==> src/rtl/seg_entry_ctrl.sv <==
// rtl/seg_entry_ctrl.sv - keypad digit entry buffer with display sweep and commit
// Optional: define SEG_ENTRY_COMMIT_CLR_EN to clear the entry after a committing enter.
module seg_entry_ctrl #(
    parameter int SEG_NUM = 4
) (
    input  logic                   clk,
    input  logic                   rst_n,
    input  logic [3:0]             key_val,
    input  logic                   key_vld,
    output logic [4*SEG_NUM-1:0]   din,
    output logic [SEG_NUM-1:0]     din_vld,
    output logic [4*SEG_NUM-1:0]   num_out,
    output logic                   num_vld,
    output logic                   full,
    output logic                   key_drop
);

    localparam int W  = 4 * SEG_NUM;
    localparam int CW = $clog2(SEG_NUM + 1);
    localparam int IW = (SEG_NUM > 1) ? $clog2(SEG_NUM) : 1;

    typedef enum logic [1:0] {
        INIT   = 2'd0,
        IDLE   = 2'd1,
        UPDATE = 2'd2
    } state_t;

    state_t          r_state, w_state_nxt;
    logic [IW-1:0]   r_idx, w_idx_nxt;
    logic            r_armed;
    logic [W-1:0]    r_buf, w_buf_nxt;
    logic [CW-1:0]   r_cnt, w_cnt_nxt;
    logic            r_hold_vld, w_hold_vld_nxt;
    logic [3:0]      r_hold_key, w_hold_key_nxt;
    logic [W-1:0]    r_num_out, w_num_out_nxt;
    logic            r_num_vld, w_num_vld_nxt;
    logic            r_key_drop, w_drop_nxt;
    logic            r_full;

    logic            w_key_go;
    logic [3:0]      w_key;
    logic            w_sweep;
    logic [W+3:0]    w_up_ext;
    logic [W+3:0]    w_dn_ext;

    assign w_dn_ext = {4'hF, r_buf};

    always_comb begin
        w_state_nxt    = r_state;
        w_idx_nxt      = r_idx;
        w_buf_nxt      = r_buf;
        w_cnt_nxt      = r_cnt;
        w_hold_vld_nxt = r_hold_vld;
        w_hold_key_nxt = r_hold_key;
        w_num_out_nxt  = r_num_out;
        w_num_vld_nxt  = 1'b0;
        w_drop_nxt     = 1'b0;
        w_key_go       = 1'b0;
        w_key          = key_val;
        w_sweep        = 1'b0;

        if (r_state != IDLE) begin
            if (key_vld) begin
                if (r_hold_vld) begin
                    w_drop_nxt = 1'b1;
                end else begin
                    w_hold_vld_nxt = 1'b1;
                    w_hold_key_nxt = key_val;
                end
            end
            // The first edge after reset release only arms the sweep, so din_vld stays low in reset.
            if (r_armed) begin
                if (r_idx == IW'(SEG_NUM - 1)) begin
                    w_state_nxt = IDLE;
                    w_idx_nxt   = '0;
                end else begin
                    w_idx_nxt = r_idx + IW'(1);
                end
            end
        end else begin
            if (r_hold_vld) begin
                w_key_go       = 1'b1;
                w_key          = r_hold_key;
                w_hold_vld_nxt = key_vld;
                w_hold_key_nxt = key_val;
            end else if (key_vld) begin
                w_key_go = 1'b1;
                w_key    = key_val;
            end
        end

        w_up_ext = {r_buf, w_key};

        if (w_key_go) begin
            case (w_key)
                4'h0, 4'h1, 4'h2, 4'h3, 4'h4,
                4'h5, 4'h6, 4'h7, 4'h8, 4'h9: begin
                    if (r_cnt != CW'(SEG_NUM)) begin
                        w_buf_nxt = w_up_ext[W-1:0];
                        w_cnt_nxt = r_cnt + CW'(1);
                        w_sweep   = 1'b1;
                    end else begin
                        w_drop_nxt = 1'b1;
                    end
                end
                4'hA: begin
                    if (r_cnt != '0) begin
                        w_buf_nxt = w_dn_ext[W+3:4];
                        w_cnt_nxt = r_cnt - CW'(1);
                        w_sweep   = 1'b1;
                    end
                end
                4'hB: begin
                    w_buf_nxt = {W{1'b1}};
                    w_cnt_nxt = '0;
                    w_sweep   = 1'b1;
                end
                4'hC: begin
                    if (r_cnt != '0) begin
                        w_num_out_nxt = r_buf;
                        w_num_vld_nxt = 1'b1;
`ifdef SEG_ENTRY_COMMIT_CLR_EN
                        w_buf_nxt     = {W{1'b1}};
                        w_cnt_nxt     = '0;
                        w_sweep       = 1'b1;
`else
                        w_sweep       = 1'b0;
`endif
                    end
                end
                default: begin
                    w_sweep = 1'b0;
                end
            endcase
        end

        if (w_sweep) begin
            w_state_nxt = UPDATE;
            w_idx_nxt   = '0;
        end
    end

    always_ff @(posedge clk or negedge rst_n) begin
        if (!rst_n) begin
            r_state    <= INIT;
            r_idx      <= '0;
            r_armed    <= 1'b0;
            r_buf      <= {W{1'b1}};
            r_cnt      <= '0;
            r_hold_vld <= 1'b0;
            r_hold_key <= 4'h0;
            r_num_out  <= {W{1'b1}};
            r_num_vld  <= 1'b0;
            r_key_drop <= 1'b0;
            r_full     <= 1'b0;
        end else begin
            r_state    <= w_state_nxt;
            r_idx      <= w_idx_nxt;
            r_armed    <= 1'b1;
            r_buf      <= w_buf_nxt;
            r_cnt      <= w_cnt_nxt;
            r_hold_vld <= w_hold_vld_nxt;
            r_hold_key <= w_hold_key_nxt;
            r_num_out  <= w_num_out_nxt;
            r_num_vld  <= w_num_vld_nxt;
            r_key_drop <= w_drop_nxt;
            r_full     <= (w_cnt_nxt == CW'(SEG_NUM));
        end
    end

    always_comb begin
        din_vld = '0;
        for (int i = 0; i < SEG_NUM; i++) begin
            din_vld[i] = r_armed && (r_state != IDLE) && (r_idx == IW'(i));
        end
    end

    assign din      = r_buf;
    assign num_out  = r_num_out;
    assign num_vld  = r_num_vld;
    assign full     = r_full;
    assign key_drop = r_key_drop;

endmodule

==> config.mk <==
export PLATFORM = sky130hd
export DESIGN_NAME = seg_entry_ctrl
export DESIGN_NICKNAME = d
export VERILOG_FILES = /design/src/rtl/seg_entry_ctrl.sv
export SDC_FILE = /design/constraint.sdc
export NUM_CORES = 1
export LEC_CHECK = 0
export BUFFER_PORTS_ARGS = -buffer_cell sky130_fd_sc_hd__clkbuf_2
export CORE_MARGIN = 2
export CORE_UTILIZATION = 40
export DETAILED_ROUTE_END_ITERATION = 10
export MAX_ROUTING_LAYER = met4
export SLEW_MARGIN = 30
export SYNTH_ARGS = -nofsm -noshare
export SYNTH_HDL_FRONTEND = slang
export SYNTH_SLANG_ARGS = --single-unit
export TNS_END_PERCENT = 30
==> constraint.sdc <==
create_clock -name clk -period 4.2 [get_ports clk]
set_input_delay 0.21 -clock clk [delete_from_list [all_inputs] [get_ports clk]]
set_output_delay 0.21 -clock clk [all_outputs]
set_load 0.01 [all_outputs]
==> load_flow_metrics.sql, run 1 <==
INSERT INTO impl_metrics (metric_group, metric, value, unit) VALUES
('route', 'drt.antenna.violating_nets', '0', ''),
('final_layout', 'drive_gt1_frac', '0.4588', ''),
('sta', 'worst_hold_slack', '0.1799', 'ns'),
('synthesis', 'mux_cell_area_share_after_synthesis', '0.1465', ''),
('sta', 'finalCritPeriodShare', '0.5847', ''),
('run_status', 'outcome', 'finished clean', ''),
('global_route', 'first_pass_grt_wire_length', '7734', 'microns'),
('final_layout', 'design.final.nets', '268', ''),
('run', 'max_cap_viol_count', '0', ''),
('synthesis', 'dominant_combinational_cell_family_by_area_after_synthesis', 'multiplexers', ''),
('sta', 'slew_viol_final', '0', ''),
('synthesis', 'synthArstFlopShare', '1.000', ''),
('sta', 'fmax', '407.2', 'MHz'),
('place', 'dp_hpwl', '3383', 'microns'),
('synthesis', 'yosysTopAreaCell', 'sky130_fd_sc_hd__dfstp_2', ''),
('die', 'dieHeight', '81.05', 'microns'),
('synthesis', 'synth.top_cell.area_share', '0.3541', ''),
('die', 'core_area', '0.005816', 'sq mm'),
('sta', 'fin_setup_tns', '0', 'ns'),
('place', 'gpl.final_weighted_congestion', '0.8089', ''),
('critical_path', 'worst_r2r_startpoint', 'r_hold_vld', ''),
('place', 'dpl-instance-area', '0.002653', 'sq mm'),
('synthesis', 'synth_xor_xnor_area_share', '0', ''),
('clock_network', 'cts.hold.buffers_added', '1', ''),
('synthesis', 'syn_avg_cell_area', '11.47', 'sq um'),
('synthesis', 'synthCells', '207', ''),
('pwr', 'post-layout-total-power', '1.939', 'mW'),
('critical_path', 'critPathLaunchType', 'flip-flop', ''),
('clock_network', 'clock_latency_at_the_later_pin_of_the_worst_skew_pair', '0.30', 'ns'),
('final_layout', 'final_design_area_no_fill', '0.002768', 'sq mm'),
('synthesis', 'synth_enable_flop_cells', '0', ''),
('clock_network', 'cts_tree', 'done', ''),
('synthesis', 'yosys_warnings', '0', ''),
('synthesis', 'synthAdderAreaFrac', '0.03688', ''),
('sta', 'timing.max_slew.rel_slack', '0.5406', ''),
('synthesis', 'synth_seq_cells', '48', ''),
('synthesis', 'post_synth_instance_area', '0.002375', 'sq mm'),
('route', 'viasPerCell', '5.064', ''),
('worst_hold_path', 'min-delay-path-class', 'input pin to flip-flop', ''),
('sta', 'setup_viol_count_final', '0', ''),
('critical_path', 'setup.reg_to_reg.worst_slack', '1.74', 'ns'),
('route', 'first_iter_violations', '66', ''),
('clock_network', 'maximum_level_of_the_cts_h_tree', '2', ''),
('route', 'post_drt_wl_per_cell', '13.97', 'microns'),
('clock_network', 'cts_buffer_depth', '2', ''),
('critical_path', 'cp_data_required_time', '4.38', 'ns'),
('global_route', 'vias_in_the_first_global_route', '1607', ''),
('pwr', 'power_leakage', '1.294', 'nW'),
('die', 'fp.dieArea', '0.006569', 'sq mm'),
('worst_hold_path', 'hold_path_startpoint', 'key_vld', ''),
('route', 'post-route-drc-count', '0', ''),
('clock_network', 'post_cts_buffers', '0', ''),
('route', 'routed_wirelength', '4610', 'microns'),
('clock_network', 'root_buffer_cell', 'sky130_fd_sc_hd__clkbuf_8', ''),
('synthesis', 'synth-compound-area-share', '0.1365', ''),
('global_route', 'number_of_antenna_violations_at_the_first_check_in_global_routing', '0', ''),
('critical_path', 'timing.setup.critical_path_class', 'flip-flop to flip-flop', ''),
('synthesis', 'mappedNetlistNets', '221', ''),
('worst_hold_path', 'hold_endpoint', 'r_hold_vld', ''),
('global_route', 'groute.usage.overall', '0.1577', ''),
('clock_network', 'tritoncts_buffer_count', '5', ''),
('final_layout', 'areaGrowthSynthToFinish', '16.54', '%'),
('critical_path', 'worst-r2r-cell-count', '6', ''),
('sta', 'max_slew.worst_pin.slew', '0.6819', 'ns'),
('pwr', 'clock_power_share', '0.160', ''),
('global_route', 'grt_max_degree', '33', ''),
('sta', 'final.min_clock_period', '2.456', 'ns'),
('critical_path', 'cp-end-kind', 'flip-flop', ''),
('critical_path', 'crit_fanout', '32', ''),
('sta', 'grt_setup_unrepaired', 'false', ''),
('pwr', 'pwr_density_cell', '700.6', 'mW/mm^2');
kinds of logic after synthesis:
group / count (synthesis)
buffers and inverters: 16
adders and majority gates: 7
other: 1
DFF: 48
muxes: 27
and+or+nand+nor: 56
AOI/OAI and AO/OA: 52
power by group through the flow:
stage                     combinational (mW)  clock (mW)  sequential, mW
after CTS                              0.741       0.320           0.902
after global routing                   0.825       0.343           0.930
after detailed placement               0.738           0           0.909
final                                  0.730       0.311           0.898
after global placement                 0.727           0           0.905
after floorplan                        0.464           0           0.923
metrics by stage:
stage	utilization	setup WS [ns]	cells
3_3_place_gp	0.4561	1.808	321
6_report	0.4759	1.744	330
4_1_cts	0.4759	1.729	330
2_1_floorplan	-	2.450	207
3_5_place_dp	0.4561	1.743	321
5_1_grt	0.4759	1.478	330
how the worst max path moves through the flow:
stage | cells past startpoint | slack [ns] | end | start
after CTS | 6 | 1.73 | r_state[1] | r_hold_vld
after global routing | 6 | 1.48 | r_state[1] | r_state[1]
after global placement | 6 | 1.81 | r_state[1] | r_hold_vld
after floorplan | 7 | 2.45 | num_out[10] | r_hold_vld
final | 6 | 1.74 | r_state[1] | r_hold_vld
after detailed placement | 6 | 1.74 | r_state[1] | r_hold_vld
placed cells by master, fill, tap and decap left out, drive strengths merged:
| cell type | instances |
|---|---|
| nor3b | 2 |
| a22o | 1 |
| nand4bb | 1 |
| a31oi | 3 |
| ha | 7 |
| clkinv | 1 |
| a21oi | 3 |
| o21a | 1 |
| o31ai | 2 |
| o221a | 1 |
| o21ai | 26 |
| a211o | 1 |
| and3 | 4 |
| nand3 | 4 |
| conb | 1 |
| o22ai | 10 |
| nand2b | 3 |
| o221ai | 2 |
| dfrtp | 16 |
| nor2 | 8 |
| clkbuf | 51 |
| nor3 | 2 |
| o2bb2ai | 1 |
| dlygate4sd3 | 1 |
| mux2 | 22 |
| o21bai | 1 |
| nand3b | 4 |
| nand2 | 27 |
| mux2i | 5 |
| or2 | 1 |
| dfstp | 32 |
| inv | 8 |
| buf | 3 |
per-layer routing:
layer	wire length [microns]	track usage	up-vias
met5	0	-	-
met4	46	0.05085	0
met3	215	0.03333	7
met2	2142	0.2446	44
met1	2206	0.2076	793
li1	-	-	827
critical path, cell delays in order (launching register included):
cell	delay, ns
sky130_fd_sc_hd__dfrtp_1	0.44
sky130_fd_sc_hd__nand3b_4	0.22
sky130_fd_sc_hd__mux2i_4	0.51
sky130_fd_sc_hd__nand2_1	0.44
sky130_fd_sc_hd__o221ai_2	0.30
sky130_fd_sc_hd__buf_4	0.29
sky130_fd_sc_hd__o21ai_0	0.13
cell type report:
class	count	area (sq um)	area share
inverters	7	26.28	0.009494
clock inverters	2	11.26	0.004069
multi-input cells	143	1044	0.3770
repair buffers	49	257.7	0.09313
well taps	75	93.84	0.03391
clock buffers	6	93.84	0.03391
flip-flops and latches	48	1241	0.4485
flip-flops by register name, summed over array words and instances (netlist names):
register and flops:
key_drop 1, din 16, r_armed 1, r_hold_key 4
r_cnt 3, num_vld 1, full 1, r_state 2
r_hold_vld 1, r_idx 2, num_out 16
(Power assumes the default switching activity.)
==> run 2: changes to the inputs <==
==> constraint.sdc (replaced) <==
create_clock -name clk -period 2.4 [get_ports clk]
set_input_delay 0.12 -clock clk [delete_from_list [all_inputs] [get_ports clk]]
set_output_delay 0.12 -clock clk [all_outputs]
set_load 0.01 [all_outputs]
==> run 2 against run 1 <==
Effect of this change:
- worst hold slack worse by 0.089 ns
- sequential power up 75%
- combinational power up 77%
- total power up 73%
- critical path depth unchanged
- critical path type unchanged
- critical endpoint unchanged
- largest cell class unchanged
- highest routed layer unchanged
==> load_flow_metrics.sql, run 2 (same netlist as run 1, synthesis figures left out) <==
INSERT INTO impl_metrics (metric_group, metric, value, unit) VALUES
('clock_network', 'tritoncts_buffer_count', '5', ''),
('place', 'dp_hpwl', '3417', 'microns'),
('final_layout', 'layout.filler_cells', '569', ''),
('sta', 'finClkSkew', '0.003651', 'ns'),
('critical_path', 'worst_setup_path_startpoint', 'r_state[1]', ''),
('route', 'viasPerCell', '5.045', ''),
('final_layout', 'areaGrowthSynthToFinish', '16.91', '%'),
('clock_network', 'root_buffer_cell', 'sky130_fd_sc_hd__clkbuf_8', ''),
('critical_path', 'crit_arrival', '2.17', 'ns'),
('critical_path', 'worst_r2r_startpoint', 'r_state[1]', ''),
('critical_path', 'cp-endpoint', 'r_state[1]', ''),
('final_layout', 'drive_gt1_frac', '0.4630', ''),
('die', 'fp.dieArea', '0.006569', 'sq mm'),
('global_route', 'number_of_antenna_violations_at_the_first_check_in_global_routing', '0', ''),
('die', 'rows', '28', ''),
('clock_network', 'number_of_clock_sinks', '48', ''),
('critical_path', 'timing.setup.critical_path_class', 'flip-flop to flip-flop', ''),
('sta', 'final.min_clock_period', '1.999', 'ns'),
('sta', 'finalCritPeriodShare', '0.8328', ''),
('critical_path', 'crit_fanout', '32', ''),
('final_layout', 'utilization', '0.4774', ''),
('final_layout', 'n_antenna_cell', '0', ''),
('die', 'design.portCount', '46', ''),
('sta', 'timing.max_slew.rel_slack', '0.5983', ''),
('route', 'post_drt_wl_per_cell', '13.96', 'microns'),
('die', 'core_area', '0.005816', 'sq mm'),
('global_route', 'grt_overflow_total', '0', ''),
('final_layout', 'layout_common_cells', 'sky130_fd_sc_hd__clkbuf_2, sky130_fd_sc_hd__dfstp_2, sky130_fd_sc_hd__nand2_1', ''),
('clock_network', 'cts_tree', 'done', ''),
('critical_path', 'worst-r2r-cell-count', '6', ''),
('pwr', 'power_leakage', '1.299', 'nW'),
('place', 'gpl.final_weighted_congestion', '0.8877', ''),
('critical_path', 'cp_data_required_time', '2.57', 'ns'),
('pwr', 'pwr_density_cell', '1208', 'mW/mm^2'),
('clock_network', 'clk_pin_slew_worst_paths', '0.09', 'ns'),
('worst_hold_path', 'hold_depth', '3', ''),
('critical_path', 'setup.reg_to_reg.worst_slack', '0.40', 'ns'),
('global_route', 'vias_in_the_first_global_route', '1625', ''),
('die', 'dieHeight', '81.05', 'microns'),
('critical_path', 'critical_path.reg2reg.endpoint', 'r_state[1]', ''),
('run_status', 'outcome', 'finished clean', ''),
('pwr', 'peakVddDrop', '0.0005481', 'V'),
('route', 'dr_total_vias', '1675', ''),
('global_route', 'grt_max_degree', '33', ''),
('worst_hold_path', 'min-delay-path-class', 'input pin to flip-flop', ''),
('global_route', 'first_pass_grt_wire_length', '7893', 'microns'),
('route', 'post-route-drc-count', '0', ''),
('final_layout', 'design.final.nets', '271', ''),
('sta', 'setup_viol_count_final', '0', ''),
('sta', 'grt_setup_unrepaired', 'false', ''),
('route', 'routed_wirelength', '4635', 'microns'),
('place', 'number_of_buffer_cells_added_on_primary_ports', '45', ''),
('clock_network', 'cts_buffer_depth', '2', ''),
('critical_path', 'critPathLaunchType', 'flip-flop', ''),
('route', 'first_iter_violations', '69', ''),
('sta', 'fin_setup_tns', '0', 'ns'),
('sta', 'max_slew.worst_pin.slew', '0.5963', 'ns'),
('clock_network', 'maximum_level_of_the_cts_h_tree', '2', ''),
('global_route', 'groute.usage.overall', '0.1596', ''),
('sta', 'slew_viol_final', '0', ''),
('sta', 'fmax', '500.3', 'MHz'),
('route', 'first_pass_iters', '4', ''),
('clock_network', 'clock_latency_at_the_later_pin_of_the_worst_skew_pair', '0.30', 'ns'),
('die', 'starting_utilization_of_the_core_area', '0.4083', ''),
('final_layout', 'layout.cells.most_common', 'sky130_fd_sc_hd__clkbuf_2', ''),
('critical_path', 'cp-end-kind', 'flip-flop', ''),
('clock_network', 'post_cts_buffers', '0', ''),
('sta', 'timing_hold_violations_final', '0', ''),
('run', 'max_cap_viol_count', '0', ''),
('die', 'fp.dieW', '81.05', 'microns'),
('route', 'drt.antenna.violating_nets', '0', '');
[run 2: critical path, cell delays in order (launching register included)]
cell,delay [ns]
sky130_fd_sc_hd__dfrtp_1,0.40
sky130_fd_sc_hd__nand3b_4,0.29
sky130_fd_sc_hd__mux2i_2,0.31
sky130_fd_sc_hd__nand2_1,0.21
sky130_fd_sc_hd__o221ai_2,0.22
sky130_fd_sc_hd__buf_4,0.30
sky130_fd_sc_hd__o21ai_0,0.14
[run 2: layer usage]
metal,GRT usage,vias up,wire (microns)
li1,-,837,-
met3,0.04667,5,216
met2,0.2339,38,2118
met4,0.04237,0,50
met1,0.2172,795,2250
met5,-,-,0
[run 2: worst min-delay path by stage]
stage	end	slack [ns]	from
final	r_hold_vld	0.09	key_vld
after global routing	r_hold_vld	0.11	key_vld
after CTS	r_hold_vld	0.08	key_vld
after detailed placement	num_vld	0.11	rst_n
after global placement	num_vld	0.10	rst_n
after floorplan	full	-0.18	rst_n
[run 2: final cells by class]
cell class / count / area [sq um] / area share
sequential: 48 / 1241 / 0.4470
tap: 75 / 93.84 / 0.03380
inverter: 7 / 26.28 / 0.009464
timing repair buffer: 52 / 280.3 / 0.1009
multi-input combinational: 143 / 1044 / 0.3758
clock inverter: 1 / 8.758 / 0.003155
clock buffer: 6 / 82.58 / 0.02974
[run 2: power breakdown]
part           switching (mW)  leakage (nW)  internal, mW
clock                   0.263        0.0473         0.230
sequential              0.308         0.527          1.26
combinational           0.669         0.724         0.622
[run 2: stage by stage]
stage	instances	instance area [sq um]	power (mW)	hold slack, ns	setup WS, ns
floorplan	207	2375	2.426	-0.1756	0.6498
global route	332	2776	3.645	0.1106	0.1446
global placement	324	2675	2.864	0.1020	0.4899
CTS	332	2776	3.396	0.07682	0.3752
detailed placement	324	2675	2.895	0.1128	0.4012
finish	332	2776	3.355	0.09092	0.4013
[run 2: timing repair]
item | in CTS | in global routing
hold buffers | 1 | 0
endpoints found under the hold margin | 1 | 0
gates resized for setup | 0 | 0
==> run 3: changes to the inputs <==
==> constraint.sdc (replaced) <==
create_clock -name clk -period 2.03 [get_ports clk]
set_input_delay 0.1015 -clock clk [delete_from_list [all_inputs] [get_ports clk]]
set_output_delay 0.1015 -clock clk [all_outputs]
set_load 0.01 [all_outputs]
==> run 3 against run 2 <==
Effect of this change:
- total power up 20%
- fmax rose by 7.5%
- worst hold slack lost 0.015 ns
- sequential power rose by 18%
- global-route usage is 0.36 points lower
- clock power up 20%
- first-iteration DRC count unchanged
- clock skew increased by 0.0044 ns
- combinational power grew 23%
- worst setup slack worse by 0.23 ns
==> load_flow_metrics.sql, run 3 (same netlist as run 1, synthesis figures left out) <==
INSERT INTO impl_metrics (metric_group, metric, value, unit) VALUES
('run_status', 'outcome', 'finished clean', ''),
('clock_network', 'cts_buffer_depth', '2', ''),
('die', 'dieHeight', '81.05', 'microns'),
('route', 'first_pass_iters', '4', ''),
('critical_path', 'cp_cell_sequence', 'nand3b_4 > mux2i_2 > nand2_1 > nand4bb_1 > buf_4 > mux2_4', ''),
('critical_path', 'critical-path-max-stage-delay', '0.45', 'ns'),
('clock_network', 'tritoncts_buffer_count', '5', ''),
('place', 'dp_hpwl', '3357', 'microns'),
('pwr', 'pwr_density_cell', '1424', 'mW/mm^2'),
('die', 'starting_utilization_of_the_core_area', '0.4083', ''),
('pwr', 'power_leakage', '1.331', 'nW'),
('final_layout', 'drive_gt1_frac', '0.4791', ''),
('critical_path', 'crit_arrival', '2.09', 'ns'),
('run', 'max_cap_viol_count', '0', ''),
('critical_path', 'timing.setup.critical_path_class', 'flip-flop to flip-flop', ''),
('final_layout', 'n_antenna_cell', '0', ''),
('critical_path', 'critPathLaunchType', 'flip-flop', ''),
('worst_hold_path', 'hold_depth', '3', ''),
('place', 'gpl.final_weighted_congestion', '0.8827', ''),
('global_route', 'number_of_antenna_violations_at_the_first_check_in_global_routing', '0', ''),
('die', 'fp.dieArea', '0.006569', 'sq mm'),
('sta', 'fin_setup_tns', '0', 'ns'),
('final_layout', 'layout_common_cells', 'sky130_fd_sc_hd__clkbuf_2, sky130_fd_sc_hd__dfstp_2, sky130_fd_sc_hd__nand2_1', ''),
('sta', 'finalCritPeriodShare', '0.9163', ''),
('sta', 'setup_viol_count_final', '0', ''),
('route', 'routed_wirelength', '4654', 'microns'),
('critical_path', 'cp-end-kind', 'flip-flop', ''),
('clock_network', 'maximum_level_of_the_cts_h_tree', '2', ''),
('route', 'first_iter_violations', '69', ''),
('clock_network', 'clk_pin_slew_worst_paths', '0.08', 'ns'),
('global_route', 'vias_in_the_first_global_route', '1577', ''),
('sta', 'grt_setup_unrepaired', 'false', ''),
('route', 'drt.antenna.violating_nets', '0', ''),
('final_layout', 'layout.cells.most_common', 'sky130_fd_sc_hd__clkbuf_2', ''),
('final_layout', 'design.final.nets', '276', ''),
('clock_network', 'cts_tree', 'done', ''),
('clock_network', 'root_buffer_cell', 'sky130_fd_sc_hd__clkbuf_8', ''),
('final_layout', 'areaGrowthSynthToFinish', '19.49', '%'),
('die', 'fp.dieW', '81.05', 'microns'),
('clock_network', 'number_of_clock_sinks', '48', ''),
('place', 'placedCellCount', '329', ''),
('final_layout', 'utilization', '0.4880', ''),
('critical_path', 'critical-path-slowest-cell', 'sky130_fd_sc_hd__dfrtp_1', ''),
('global_route', 'grt_overflow_total', '0', ''),
('route', 'post_drt_wl_per_cell', '13.77', 'microns'),
('die', 'core_area', '0.005816', 'sq mm'),
('sta', 'final.min_clock_period', '1.860', 'ns'),
('pwr', 'peakVddDrop', '0.0006408', 'V'),
('route', 'dr_total_vias', '1734', ''),
('sta', 'worst_hold_slack', '0.07569', 'ns'),
('critical_path', 'worst-r2r-cell-count', '6', ''),
('global_route', 'first_pass_grt_wire_length', '7638', 'microns'),
('sta', 'timing_hold_violations_final', '0', ''),
('global_route', 'grt_max_degree', '49', ''),
('final_layout', 'final_cell_count_no_fill', '338', ''),
('sta', 'slew_viol_final', '0', ''),
('route', 'viasPerCell', '5.130', ''),
('clock_network', 'clock_latency_at_the_later_pin_of_the_worst_skew_pair', '0.30', 'ns'),
('place', 'number_of_buffer_cells_added_on_primary_ports', '45', ''),
('route', 'post-route-drc-count', '0', ''),
('clock_network', 'post_cts_buffers', '0', ''),
('die', 'design.portCount', '46', ''),
('critical_path', 'cp_data_required_time', '2.26', 'ns'),
('worst_hold_path', 'min-delay-path-class', 'input pin to flip-flop', ''),
('global_route', 'groute.usage.overall', '0.1561', ''),
('critical_path', 'crit_fanout', '17', ''),
('sta', 'fmax', '537.6', 'MHz'),
('sta', 'finClkSkew', '0.008038', 'ns'),
('die', 'rows', '28', '');
[run 3: changes by cell type in the layout (fill, tap and decap cells not counted)]
cell and delta:
sky130_fd_sc_hd__buf_12 +1, sky130_fd_sc_hd__buf_4 +4, sky130_fd_sc_hd__clkbuf_1 +1, sky130_fd_sc_hd__nand2_1 -1, sky130_fd_sc_hd__nand2_2 +1, sky130_fd_sc_hd__nor3b_1 -1
sky130_fd_sc_hd__nor3b_2 +1
[run 3: worst max-delay path: cells and delay by family (launching register included)]
kind | cells | cell delay, ns
simple gates | 3 | 0.44
mux | 2 | 0.66
flops | 1 | 0.45
buf+inv | 1 | 0.24
[run 3: worst paths after layout]
check	slack, ns	startpoint	endpoint
setup / recovery	0.17	r_hold_vld	num_out[13]
hold / removal	0.08	key_vld	r_hold_vld
setup reg to reg	0.17	r_hold_vld	num_out[13]
hold reg to reg	0.50	din[14]	din[14]
max in group asynchronous	1.44	rst_n	din[0]
min in group asynchronous	0.32	rst_n	r_hold_key[3]
[run 3: per-layer routing]
layer / share of wire / GRT usage / wire (microns) / vias to the layer above
li1: - / - / - / 846
met4: 0.011 / 0.05593 / 53 / 0
met5: 0 / - / 0 / -
met1: 0.48 / 0.2075 / 2228 / 835
met3: 0.048 / 0.03000 / 225 / 5
met2: 0.46 / 0.2388 / 2146 / 48
[run 3: area by class of cell]
| cell class | count | area, sq um |
|---|---|---|
| fill | 545 | 2978 |
| sequential | 48 | 1241 |
| multi-input combinational | 143 | 1051 |
| timing repair buffer | 57 | 330.3 |
| tap | 75 | 93.84 |
| clock buffer | 7 | 86.33 |
| inverter | 7 | 26.28 |
| clock inverter | 1 | 8.758 |
[run 3: through the flow]
step	setup slack [ns]	cell area, sq um	power, mW
floorplan	0.2798	2375	2.868
global placement	0.1877	2725	3.438
detailed placement	0.1561	2725	3.471
finish	0.1700	2838	4.040
global route	0.03648	2838	4.354
CTS	0.09133	2830	4.083
[run 3: where the power goes]
group          switching (mW)  internal [mW]
Sequential              0.360           1.49
Clock                   0.315          0.279
Combinational           0.807          0.785
[run 3: timing repair]
item	CTS	global route
hold buffers	1	0
endpoints found under the hold margin	16	0
resized for setup	0	2
setup endpoints to repair	0	2
